## config.mk

```make
export PLATFORM = sky130hd
export DESIGN_NAME = rf_wb_sequencer
export DESIGN_NICKNAME = d
export VERILOG_FILES = /design/src/rtl/rf_wb_pkg.sv /design/src/rtl/rf_wb_fifo.sv /design/src/rtl/rf_wb_sequencer.sv
export SDC_FILE = /design/constraint.sdc
export NUM_CORES = 1
export LEC_CHECK = 0
export ABC_CLOCK_PERIOD_IN_PS = 5100
export CAP_MARGIN = 25
export CORE_ASPECT_RATIO = 1.2
export CORE_MARGIN = 1
export CORE_UTILIZATION = 31
export DETAILED_ROUTE_END_ITERATION = 10
export PLACE_DENSITY = 0.53
export SYNTH_ARGS = -nofsm -noshare
export SYNTH_HDL_FRONTEND = slang
export SYNTH_SLANG_ARGS = --single-unit
export TNS_END_PERCENT = 100
```

## constraint.sdc

```tcl
create_clock -name clk -period 5.1 [get_ports clk]
set_input_delay 1.53 -clock clk [delete_from_list [all_inputs] [get_ports clk]]
set_output_delay 1.53 -clock clk [all_outputs]
set_load 0.01 [all_outputs]
```

## src/rtl/rf_wb_pkg.sv

```systemverilog
// rf_wb_pkg: shared defaults and queue entry layout for the writeback sequencer.
package rf_wb_pkg;
    localparam int DEF_XLEN  = 32;
    localparam int DEF_AW    = 5;
    localparam int DEF_DEPTH = 4;

    typedef struct packed {
        logic [DEF_AW-1:0]   addr;
        logic [DEF_XLEN-1:0] data;
    } entry_t;
endpackage

```

## src/rtl/rf_wb_fifo.sv

```systemverilog
// rf_wb_fifo: circular queue with 0/1/2 pushes and 0/1 pop per cycle.
// Ports: push_i = number of entries to push (d0_i first, then d1_i), pop_i pops the head,
//        mem_o exposes raw storage, head_o the oldest slot, count_o the occupancy.
module rf_wb_fifo
    import rf_wb_pkg::*;
#(
    parameter int  DEPTH = DEF_DEPTH,
    parameter type T     = entry_t,
    localparam int PW    = $clog2(DEPTH)
) (
    input  logic          clk,
    input  logic          rst_n,
    input  logic [1:0]    push_i,
    input  T              d0_i,
    input  T              d1_i,
    input  logic          pop_i,
    output T              mem_o [DEPTH],
    output logic [PW-1:0] head_o,
    output logic [PW:0]   count_o
);
    T              mem_q [DEPTH];
    logic [PW-1:0] head_q, head_d, tail_q, tail_d;
    logic [PW:0]   count_q, count_d;

    // Pointer arithmetic wraps naturally because DEPTH is a power of two.
    always_comb begin
        head_d  = head_q + PW'(pop_i);
        tail_d  = tail_q + PW'(push_i);
        count_d = count_q + (PW+1)'(push_i) - (PW+1)'(pop_i);
    end

    always_ff @(posedge clk or negedge rst_n) begin
        if (!rst_n) begin
            head_q  <= '0;
            tail_q  <= '0;
            count_q <= '0;
        end else begin
            head_q  <= head_d;
            tail_q  <= tail_d;
            count_q <= count_d;
        end
    end

    // Storage needs no reset: only slots inside [head, head+count) are ever observed.
    always_ff @(posedge clk) begin
        if (push_i != 2'd0) mem_q[tail_q] <= d0_i;
        if (push_i == 2'd2) mem_q[tail_q + PW'(1)] <= d1_i;
    end

    assign mem_o   = mem_q;
    assign head_o  = head_q;
    assign count_o = count_q;
endmodule

```

## src/rtl/rf_wb_sequencer.sv

```systemverilog
// rf_wb_sequencer: merges two writeback lanes onto one register-file write port in program order.
// Ports: wb0_*/wb1_* lane requests (lane0 older), wb_ready accept window,
//        rf_we/rf_wa/rf_wd register-file write port, pending in-flight mask,
//        lk_addr/lk_hit/lk_data forwarding lookup, count queue occupancy.
module rf_wb_sequencer
    import rf_wb_pkg::*;
#(
    parameter int  DEPTH = DEF_DEPTH,
    parameter int  XLEN  = DEF_XLEN,
    parameter int  AW    = DEF_AW,
    localparam int PW    = $clog2(DEPTH)
) (
    input  logic              clk,
    input  logic              rst_n,
    input  logic              wb0_valid,
    input  logic [AW-1:0]     wb0_addr,
    input  logic [XLEN-1:0]   wb0_data,
    input  logic              wb1_valid,
    input  logic [AW-1:0]     wb1_addr,
    input  logic [XLEN-1:0]   wb1_data,
    output logic              wb_ready,
    output logic              rf_we,
    output logic [AW-1:0]     rf_wa,
    output logic [XLEN-1:0]   rf_wd,
    output logic [2**AW-1:0]  pending,
    input  logic [AW-1:0]     lk_addr,
    output logic              lk_hit,
    output logic [XLEN-1:0]   lk_data,
    output logic [PW:0]       count
);
    typedef struct packed {
        logic [AW-1:0]   addr;
        logic [XLEN-1:0] data;
    } ent_t;

    ent_t          mem [DEPTH];
    ent_t          e0, e1, d0;
    logic [PW-1:0] head;
    logic          acc0, acc1;
    logic [1:0]    push;

    assign wb_ready = (DEPTH - int'(count)) >= 2;

    // Writes to x0 are discarded before they take a slot.
    assign acc0 = wb_ready && wb0_valid && (wb0_addr != '0);
    assign acc1 = wb_ready && wb1_valid && (wb1_addr != '0);
    assign push = {acc0 && acc1, acc0 ^ acc1};
    assign e0   = '{addr: wb0_addr, data: wb0_data};
    assign e1   = '{addr: wb1_addr, data: wb1_data};
    // A lone lane1 request fills the first push slot so entries stay contiguous.
    assign d0   = acc0 ? e0 : e1;

    rf_wb_fifo #(.DEPTH(DEPTH), .T(ent_t)) u_fifo (
        .clk     (clk),
        .rst_n   (rst_n),
        .push_i  (push),
        .d0_i    (d0),
        .d1_i    (e1),
        .pop_i   (rf_we),
        .mem_o   (mem),
        .head_o  (head),
        .count_o (count)
    );

    assign rf_we = count != '0;
    assign rf_wa = rf_we ? mem[head].addr : '0;
    assign rf_wd = rf_we ? mem[head].data : '0;

    // Walk oldest to youngest so the last match seen is the youngest value.
    always_comb begin
        pending = '0;
        lk_hit  = 1'b0;
        lk_data = '0;
        for (int k = 0; k < DEPTH; k++) begin
            if (k < int'(count)) begin
                pending[mem[head + PW'(k)].addr] = 1'b1;
                if (lk_addr != '0 && mem[head + PW'(k)].addr == lk_addr) begin
                    lk_hit  = 1'b1;
                    lk_data = mem[head + PW'(k)].data;
                end
            end
        end
        pending[0] = 1'b0;
    end
endmodule

```

==> results.md <==
- Vias in the first global route: 14,000
- F_max: 0.193 GHz
- Drt drc: 1
- Compound-Gate Fraction of Synth Area: 36.0%
- CP Capture Type: output pin
- Slowest cell on the critical path: or4_4
- Clock skew: 0.00875 ns
- CP startpoint kind: input port
- DR vias: 14,500
- Num rows: 80
- YS warnings: 0
- Unrepaired setup endpoints after global routing: yes
- WP buf/inv: 5
- Antenna cells: 0
- CP delay by family, top: buffers and inverters
- Slew Viols, Final: 0
- Arr. time, crit path: 3.64 ns
- # placed instances: 2,324
- Period Utilization, post-route: 101%
- Largest family of logic cells by synthesized area: compound AO/OA/AOI/OAI gates
- IO Pins: 190
- WS Path Type: input port to output pin
- WL/cell: 23.4 um
- Final WL: 55,700 um
- Critical path required time: 3.57 ns
- Routed Antenna Nets: 0
- H-tree level count: 4
- Largest net degree at the start of global routing: 102
- Worst vdd ir: 0.321 mV
- Total gr overflow: 0
- Outcome: complete, but fails checks
- Die ar.: 40,900 um2
- PwrDens: 880 nW/um2
- Final core occ: 42.7%
- Cell Count, Final, Fillers Out: 2,381
- Initial DRC count: 1,313
- Synthesized flop and latch total: 155
- Root buffer cell: clkbuf_16
- Global Route met3 Usage: 3.03%
- Seq/Total Area, Yosys: 25.2%
- PnR worst setup slack: -0.0744 ns
- Minimum clock period: 5.17 ns
- Post-synth ARST share: 4.52%
- Post-Synth Simple-Gate Area: 16.8%
- Mapped cell area: 12,400 um2
- GR met2 Demand/Resource: 44.6%
- Initial antenna violation count: 0
- CTS Buf Count: 17
- Post-Synthesis Cells: 1,635
- Commonest non-fill, non-tap cells in the layout: nor2_1, a21oi_1, o22ai_1
- Finished Cell Area: 16,900 um2
- CP max FO: 8
- Place WS: -1.03 ns
- DR vias/cell: 6.10
- HPWL after DPL: 36,000 um
- CTS tree: yes
- Die width: 185 um
- Slowest Stage Delay on Critical Path: 0.54 ns
- Max-cap violations: 0
- Met1 usage in global routing: 34.7%
- Share of post-route cells with drive strength above 1: 19.2%
- Latest clock arrival within the worst-skew pair: 0.46 ns
- Hold Crit Class: flip-flop to flip-flop
- Final Hold Fails: 0
- Final Wtd Congestion: 0.938
- Critical-path cell list: buf_8 -> xor2_1 -> or4_4 -> buf_12 -> nor2_4 -> buf_6 -> buf_12 -> a221oi_1 -> o221ai_1 -> o211ai_1 -> buf_2
- Synth Area in XOR/XNOR: 1.41%
- Distinct cell type count after synthesis: 61
- Actual slew at the worst max-slew pin: 1.03 ns
- Most common cell after layout, fill and taps aside: nor2_1
- PortBufs: 188
- Post-placement cell area: 15,800 um2
- Ys flop type: dfxtp_1
- Final TNS setup: -0.851 ns
- Layout area overhead: 36.2%
- Clock sinks: 155
- CTS max path bufs: 2
- Post-synth net total: 1,730
- Busiest grt layer: met2
- Die height: 221 um
- Number of synthesized flops with an enable pin: 0
- Initial core utilization: 31.4%
- Slew margin rel.: 31.5%
- First-pass DRT Iterations: 9
- Worst-path clk slew: 0.07 ns
- Multiplexer area fraction after synthesis: 12.4%
- Static leakage: 0.00667 uW
- Violated checks: DRC, setup timing
- First-pass GRT wire length: 83,900 um
- Setup violations, final: 25
- CP dominant cell by count: buf_12
- Synth Area in Adders: 1.27%
- Total track usage: 26.8%
- Core area: 39,600 um2
- Post-Syn Area per Cell: 7.60 um2
- Final nets: 1,931
-- per-layer routing --
| metal | up-vias | wire [um] |
|---|---|---|
| met5 | - | 0 |
| met4 | 0 | 1970 |
| met3 | 133 | 3580 |
| met2 | 691 | 26700 |
| met1 | 7042 | 23500 |
| li1 | 6650 | - |
-- worst register-to-register path: stages, from the launching register on --
cell	delay [ns]
dfrtp_1	0.53
clkinv_1	0.19
buf_4	0.20
ha_2	0.27
a21oi_1	0.27
o211a_1	0.41
clkinv_1	0.15
ha_1	0.28
nor3b_2	0.33
buf_4	0.49
nand2_2	0.13
buf_12	0.22
o22ai_1	0.19
a21oi_1	0.09
-- final cells by class --
cell class	instances	area, um2
fill	4000	22700
multi-input combinational	1276	8880
timing repair buffer	340	3470
sequential	155	3150
tap	533	667
clock buffer	18	450
inverter	46	174
clock inverter	13	143
-- path summary, 6_finish.rpt --
path	start	to	slack [ns]	cells after the start
max	lk_addr[2]	lk_data[31]	-0.07	11
min	u_fifo.mem_o[79]$_DFF_P_	u_fifo.mem_o[79]$_DFF_P_	0.59	2
max reg2reg	u_fifo.count_o[2]$_DFF_PN0_	u_fifo.mem_o[64]$_DFF_P_	1.22	13
max in group asynchronous	rst_n	u_fifo.head_o[0]$_DFF_PN0_	3.48	1
min in group asynchronous	rst_n	u_fifo.count_o[0]$_DFF_PN0_	1.34	1
min reg2reg	u_fifo.mem_o[79]$_DFF_P_	u_fifo.mem_o[79]$_DFF_P_	0.59	2
-- cell families (layout without fill, tap and decap cells) --
| logic type | after synthesis | count (layout) |
|---|---|---|
| AO/OA/AOI/OAI | 669 | 669 |
| AND/OR/NAND/NOR | 451 | 451 |
| flip-flops | 155 | 155 |
| multiplexers | 123 | 123 |
| adder cells (fa/ha/maj) | 12 | 12 |
| XOR/XNOR | 20 | 20 |
| other | 1 | 1 |
| buffers and inverters | 204 | 417 |
-- stage by stage --
step / total power, uW / hold slack, ns
floorplan: 8700 / 0.491
global placement: 12900 / 0.565
detailed placement: 13000 / 0.576
CTS: 14500 / 0.591
global route: 15800 / 0.621
finish: 14900 / 0.593
-- flip-flops by register name, indices dropped and copies added, names as in the netlist --
name            cells
u_fifo.mem_o      148
u_fifo.count_o      3
u_fifo.head_o       2
u_fifo.tail_q       2
-- synth_stat cells, types with 7 or more instances --
master / number / area [um2]
mux2i_1: 93 / 931
buf_1: 13 / 48.8
mux4_2: 24 / 541
a22oi_1: 19 / 143
nor3_1: 12 / 60.1
clkbuf_1: 108 / 405
nand3_1: 10 / 50.1
a221o_1: 19 / 190
a221oi_1: 32 / 280
and2_1: 8 / 50.1
xnor2_1: 11 / 96.3
o22ai_1: 167 / 1040
o211a_1: 31 / 310
a32oi_1: 30 / 263
dfrtp_1: 7 / 175
a21oi_1: 178 / 891
nor2_1: 285 / 1070
inv_1: 43 / 161
o221ai_1: 29 / 254
nor4_2: 11 / 138
o21ai_1: 8 / 40.0
nor3_2: 18 / 180
buf_2: 28 / 140
nand2_1: 68 / 255
dfxtp_1: 148 / 2960
o21ai_0: 55 / 275
ha_1: 11 / 138
xor2_1: 9 / 78.8
o211ai_1: 41 / 308
a211oi_1: 36 / 270
-- report_power, final --
part	internal (uW)	total [uW]	switching, uW	leakage, uW
logic	4840	10900	6110	0.00507
registers	1900	2620	722	0.00133
clock network	747	1320	577	0.000276
total	7480	14900	7410	0.00667
-- repair_timing --
action,in CTS,in global routing
cloned,2,3
pin swaps,58,47
setup endpoints to repair,52,50
resized for setup,208,42
endpoints found under the hold margin,0,0
hold buffers,0,0
buffers inserted,12,12
Power figures use the tool's default switching activity.
